==> src/rtl/piso_8_bit.sv <==
// Parallel-in, serial-out shift register with a valid/ready load handshake.
// Streams each accepted word one bit per clock, with frame-valid and last-bit markers.
module piso_8_bit #(
    parameter int WIDTH     = 8,
    parameter bit MSB_FIRST = 1'b1
) (
    input  logic             clk,
    input  logic             rst_n,
    input  logic             load,
    input  logic [WIDTH-1:0] d_in,
    output logic             ready,
    output logic             d_out,
    output logic             d_valid,
    output logic             last
);

    localparam int CW = (WIDTH > 2) ? $clog2(WIDTH) : 1;

    typedef enum logic {
        IDLE,
        SHIFT
    } state_t;

    state_t           state, state_next;
    logic [WIDTH-1:0] sreg, sreg_next;
    logic [CW-1:0]    cnt, cnt_next;
    logic [WIDTH-1:0] sreg_shifted;

    always_ff @(posedge clk or negedge rst_n) begin
        if (!rst_n) begin
            state <= IDLE;
            sreg  <= '0;
            cnt   <= '0;
        end else begin
            state <= state_next;
            sreg  <= sreg_next;
            cnt   <= cnt_next;
        end
    end

    assign sreg_shifted = MSB_FIRST ? {sreg[WIDTH-2:0], 1'b0} : {1'b0, sreg[WIDTH-1:1]};

    // Outputs depend only on registered state, never on load or d_in.
    assign last    = (state == SHIFT) && (cnt == CW'(WIDTH - 1));
    assign ready   = (state == IDLE) || last;
    assign d_valid = (state == SHIFT);
    assign d_out   = (state == SHIFT) ? (MSB_FIRST ? sreg[WIDTH-1] : sreg[0]) : 1'b0;

    always_comb begin
        state_next = state;
        sreg_next  = sreg;
        cnt_next   = cnt;
        case (state)
            IDLE: begin
                if (load) begin
                    sreg_next  = d_in;
                    cnt_next   = '0;
                    state_next = SHIFT;
                end
            end
            SHIFT: begin
                if (last) begin
                    // Final bit: either chain straight into the next word or drop back to idle.
                    if (load) begin
                        sreg_next = d_in;
                        cnt_next  = '0;
                    end else begin
                        sreg_next  = '0;
                        cnt_next   = '0;
                        state_next = IDLE;
                    end
                end else begin
                    sreg_next = sreg_shifted;
                    cnt_next  = cnt + CW'(1);
                end
            end
            default: begin
                state_next = IDLE;
                sreg_next  = '0;
                cnt_next   = '0;
            end
        endcase
    end

endmodule

==> config.mk <==
export PLATFORM = sky130hd
export DESIGN_NAME = piso_8_bit
export DESIGN_NICKNAME = d
export VERILOG_FILES = /design/src/rtl/piso_8_bit.sv
export SDC_FILE = /design/constraint.sdc
export NUM_CORES = 1
export LEC_CHECK = 0
export ABC_AREA = 1
export CELL_PAD_IN_SITES_DETAIL_PLACEMENT = 1
export CELL_PAD_IN_SITES_GLOBAL_PLACEMENT = 2
export CORE_UTILIZATION = 26
export DETAILED_ROUTE_END_ITERATION = 7
export GPL_TIMING_DRIVEN = 0
export PLACE_DENSITY_LB_ADDON = 0.1
export SLEW_MARGIN = 20
export SYNTH_ARGS = -nofsm -noshare
export SYNTH_HDL_FRONTEND = slang
export SYNTH_SLANG_ARGS = --single-unit
==> constraint.sdc <==
create_clock -name clk -period 1.75 [get_ports clk]
set_clock_uncertainty 0.15 [all_clocks]
set_input_delay 0.175 -clock clk [delete_from_list [all_inputs] [get_ports clk]]
set_output_delay 0.175 -clock clk [all_outputs]
set_load 0.02 [all_outputs]
* Word-level counts from Yosys, hierarchy flattened
Index checks and enable logic that the tools add are counted.
** Storage, ports and cells
- Output and inout bits :: 4
- Logic and storage cells :: 20
- Register bits after elaboration :: 12
** Operators by class
- Mux-type cells :: 11
- Add/sub/neg operators :: 1
- Bitwise logic cells :: 1
- Equality and inequality tests :: 2
- Reduce and logical (&&, ||, !) cells :: 2
** Operators by type and width (number)
- 8-bit two-way mux :: 3
- 8-bit one-hot mux with 2 select lines :: 1
- 3-bit two-way mux :: 2
- 3-bit one-hot mux with 2 select lines :: 1
- 3-bit by 1-bit adder with 3-bit output, second input constant :: 1
- 3-bit == test, second input constant :: 1
- 1-bit two-way mux :: 3
- 2-bit inequality test, second input constant :: 1
- 1-bit one-hot mux with 2 select lines :: 1
- 1-bit logical AND :: 1
- 1-bit logical OR :: 1
- 1-bit NOT :: 1

* Longest topological paths before layout
Gate-level depths: netlist of run 1.
- Depth after elaboration :: 4
- Mapped depth :: 7
- Mapped depth without buffers :: 7

* Worst setup path before layout of run 1
OpenSTA, ideal clock, no wires.
- Path type :: register to register
- Start point :: register cnt[0]
- End point :: register sreg[0]
- Path slack :: 246 ps
- Cell stages (with the launch flop) :: 7
- Period minus slack after synthesis :: 1504 ps
- Data arrival time :: 1235 ps
- Library setup time :: 119 ps
- Path buffers :: 0
- Path through :: dfrtp_1 ha_1 ha_1 clkinv_1 nand2_1 nand3_1 nand2_1
** On the way
- Word-level cells in the longest chain between the ends :: 4
** Ends and longest elaborated chain
- start: declaration :: line 26 : logic [CW-1:0] cnt, cnt_next;
- start signal: assignment :: line 37 : cnt <= cnt_next;
- 3-bit == test :: line 44 : assign last = (state == SHIFT) && (cnt == CW'(WIDTH - 1));
- 1-bit logical AND :: line 44
- 8-bit two-way mux :: line 62 : if (last) begin
- 8-bit one-hot mux with 2 select lines :: line 53 : case (state)
- end signal: assignment :: line 36 : sreg <= sreg_next;
- end: declaration :: line 25 : logic [WIDTH-1:0] sreg, sreg_next;
Every way passes these cells.
A chain may end at the register's enable or synchronous reset.

* Worst setup path after layout of run 1
- Start point :: register cnt[0]
- End point :: output port ready
** On the way
- Word-level cells in the longest chain between the ends :: 3
** Ends and longest elaborated chain
- 3-bit == test :: line 44
- 1-bit logical AND :: line 44
- 1-bit logical OR :: line 45 : assign ready = (state == IDLE) || last;
- end: declaration :: line 11 : output logic ready,
Every way passes these cells.

==> results.cfg, run 1 <==
[synthesis]
synthAdderAreaFrac_pct = 3.80
syn_area_per_cell_um2 = 7.49
ys_ff_latch = 12
synth_top_family_by_area = simple AND/OR/NAND/NOR gates
ys_warn_count = 0
synth_nets = 101
synthMuxAreaShare_pct = 0
synth-simple-area-share_pct = 32.1
syn_inst = 88
syn_area_um2 = 659
synth-compound-area-share_pct = 6.07
ys_seq_area_share_pct = 45.5
synth_xor_area_share_pct = 0
ys_types = 13

[worst_setup_path]
crit_required_ns = 1.42
criticalPathCategory = reg -> out
critical_path.max_fanout = 4
cpPeakStageDelay_ns = 0.40
cp-end-kind = output pin
slowest_stage = dfrtp_1
r2r-start = cnt[0]$_DFFE_PN0P_
path_buf_inv = 2
arrival_ns = 1.33
startpoint = cnt[0]$_DFFE_PN0P_
critPathLaunchType = flop
path_cells = ha_2 -> ha_4 -> clkinv_4 -> nand2_2 -> buf_4
crit_family = flip-flops

[cells_and_area]
fin_nets = 122
most-common-layout-cells = nor2_1 (21), nand2_1 (18), dfrtp_1 (12)
layout-drive-gt1-share_pct = 16.7
area_growth_pct = 35.9
num_antenna_cells = 0
final_common_cell = nor2_1

[timing]
hold_viol = 0
maxSlewViolCount = 0
finalSetupViolations = 0
finalSetupTns_ns = 0
max_freq_ghz = 0.604
relSlewSlack_pct = 61.5
whs_ns = 0.118
fin_crit_ns = 1.66
worstMarginPinSlew_ns = 0.576
fin_crit_sh_pct = 94.6
rsz0062_at_grt = false

[route]
routed_via_density = 4.40
drtIter0Drc = 8
drc = 0
vias = 599
drt-pass1-iter-count = 4
antenna_left = 0
drt_wl_total_mm = 1.53
post_drt_wl_per_cell_um = 11.3

[grt]
grt_pass1_vias = 571
overflow = 0
track_usage_pct = 13.0
grt_pass1_wl_mm = 2.59
grt_max_degree = 13
antenna_found_initial = 0

[clocking]
cts_tree = yes
cts_made_buffers = 3
clk_pin_slew_ns = 0.08
numClockSinks = 12
clkLatencyLatePin_ns = 0.27
clockRootBuffer = clkbuf_4
cts_buffer_depth = 2
postCtsHoldBufs = 0
htreeDepth = 1

[die]
fp.dieH_um = 52.4
die-area_um2 = 2740
ios = 15
die_x_um = 52.4
coreArea_um2 = 2300
rows = 17
start_util_pct = 28.7

[power]
vdd_drop_max_mv = 0.573
pwr_density_cell_nw_per_um2 = 1440
p_leak_nw = 0.493
power_mw = 1.29

[status]
run_status = finished, final reports clean

[hold_path]
hold_path_class = in -> async

[place]
hpwl_mm = 1.05
port_buffers = 14
globalplace.congestion = 0.667

[flow_run]
drv_cap = 0
synth_stat cells:
cell type,instances,area (µm²)
nor2_1,21,78.8
nand2_1,19,71.3
dfrtp_1,12,300
inv_1,10,37.5
nand3_1,10,50.1
a21oi_1,7,35.0
buf_6,2,22.5
ha_1,2,25.0
buf_8,1,15.0
clkinv_1,1,3.75
inv_2,1,3.75
nor2_4,1,11.3
o21ai_0,1,5.00
registers in the layout (all words and copies together) (netlist names):
signal	cells
cnt	3
d_valid	1
sreg	8
cell type report:
class,count,area (µm²)
plain buffers,3,37.5
fillers,296,1400
repair buffers,16,143
inverters,12,50.0
flip-flops and latches,12,300
well taps,28,35.0
clock buffers,4,36.3
multi-input cells,61,294
cells by family after synthesis:
family,count (synthesis)
flip-flops,12
buffers and inverters,15
AO/OA/AOI/OAI,8
AND/OR/NAND/NOR,51
adder cells (fa/ha/maj),2
routing by layer:
layer	share of wire, %	wire length [µm]	up-vias	global-route usage, %
met3	3.6	55	2	2.61
met1	53	809	274	17.7
met5	0	0	-	0
met2	43	652	10	19.8
met4	0.85	13	0	5.26
li1	-	-	313	-
final timing paths:
check,to,cells after the start,slack [ns]
worst min-delay path,cnt[2]$_DFFE_PN0P_,1,0.12
min in group clk,sreg[0]$_DFFE_PN0P_,3,0.31
worst max register to register,sreg[5]$_DFFE_PN0P_,6,0.21
worst max-delay path,ready,5,0.09
max in group asynchronous,cnt[1]$_DFFE_PN0P_,1,0.96
worst min register to register,cnt[1]$_DFFE_PN0P_,2,0.34
where the power goes:
group | internal, mW | switching [mW] | total, mW
Combinational | 0.283 | 0.324 | 0.606
Sequential | 0.390 | 0.0708 | 0.461
Clock | 0.126 | 0.0975 | 0.224
through the flow:
step | area [µm²] | std cells | util (%) | worst slack, ns
after floorplan | 659 | 88 | - | 0.246
after global placement | 835 | 130 | 36.3 | -0.402
after detailed placement | 835 | 130 | 36.3 | -0.409
after CTS | 887 | 135 | 38.6 | 0.0110
after global routing | 896 | 136 | 39.0 | 0.00873
final | 896 | 136 | 39.0 | 0.0947
what timing repair did:
item	4_1_cts	5_1_grt
gates resized for setup	14	4
hold endpoints to repair	0	0
setup buffers	1	1
endpoints found under the setup margin	3	3
worst reg2reg max path: stages, from the launching register on:
cell and delay, ns:
dfrtp_1 0.40, ha_2 0.21, ha_4 0.18, nand2_1 0.24
a21oi_1 0.11, nor2_1 0.11, nor2_1 0.05
(Power assumes the default switching activity.)
==> inputs of run 2 (changes only) <==
--- a/config.mk
+++ b/config.mk
@@ -11,6 +11,7 @@
 export CORE_UTILIZATION = 26
 export DETAILED_ROUTE_END_ITERATION = 7
 export GPL_TIMING_DRIVEN = 0
+export MAX_ROUTING_LAYER = met4
 export PLACE_DENSITY_LB_ADDON = 0.1
 export SLEW_MARGIN = 20
 export SYNTH_ARGS = -nofsm -noshare
==> results of run 2 <==
Same layout as run 1: the final DEF is identical, and so are final timing and power.
Among the figures that moved: final weighted congestion in routability-driven placement 0.667 -> 0.673; overall routing resource usage 13.0% -> 13.3%
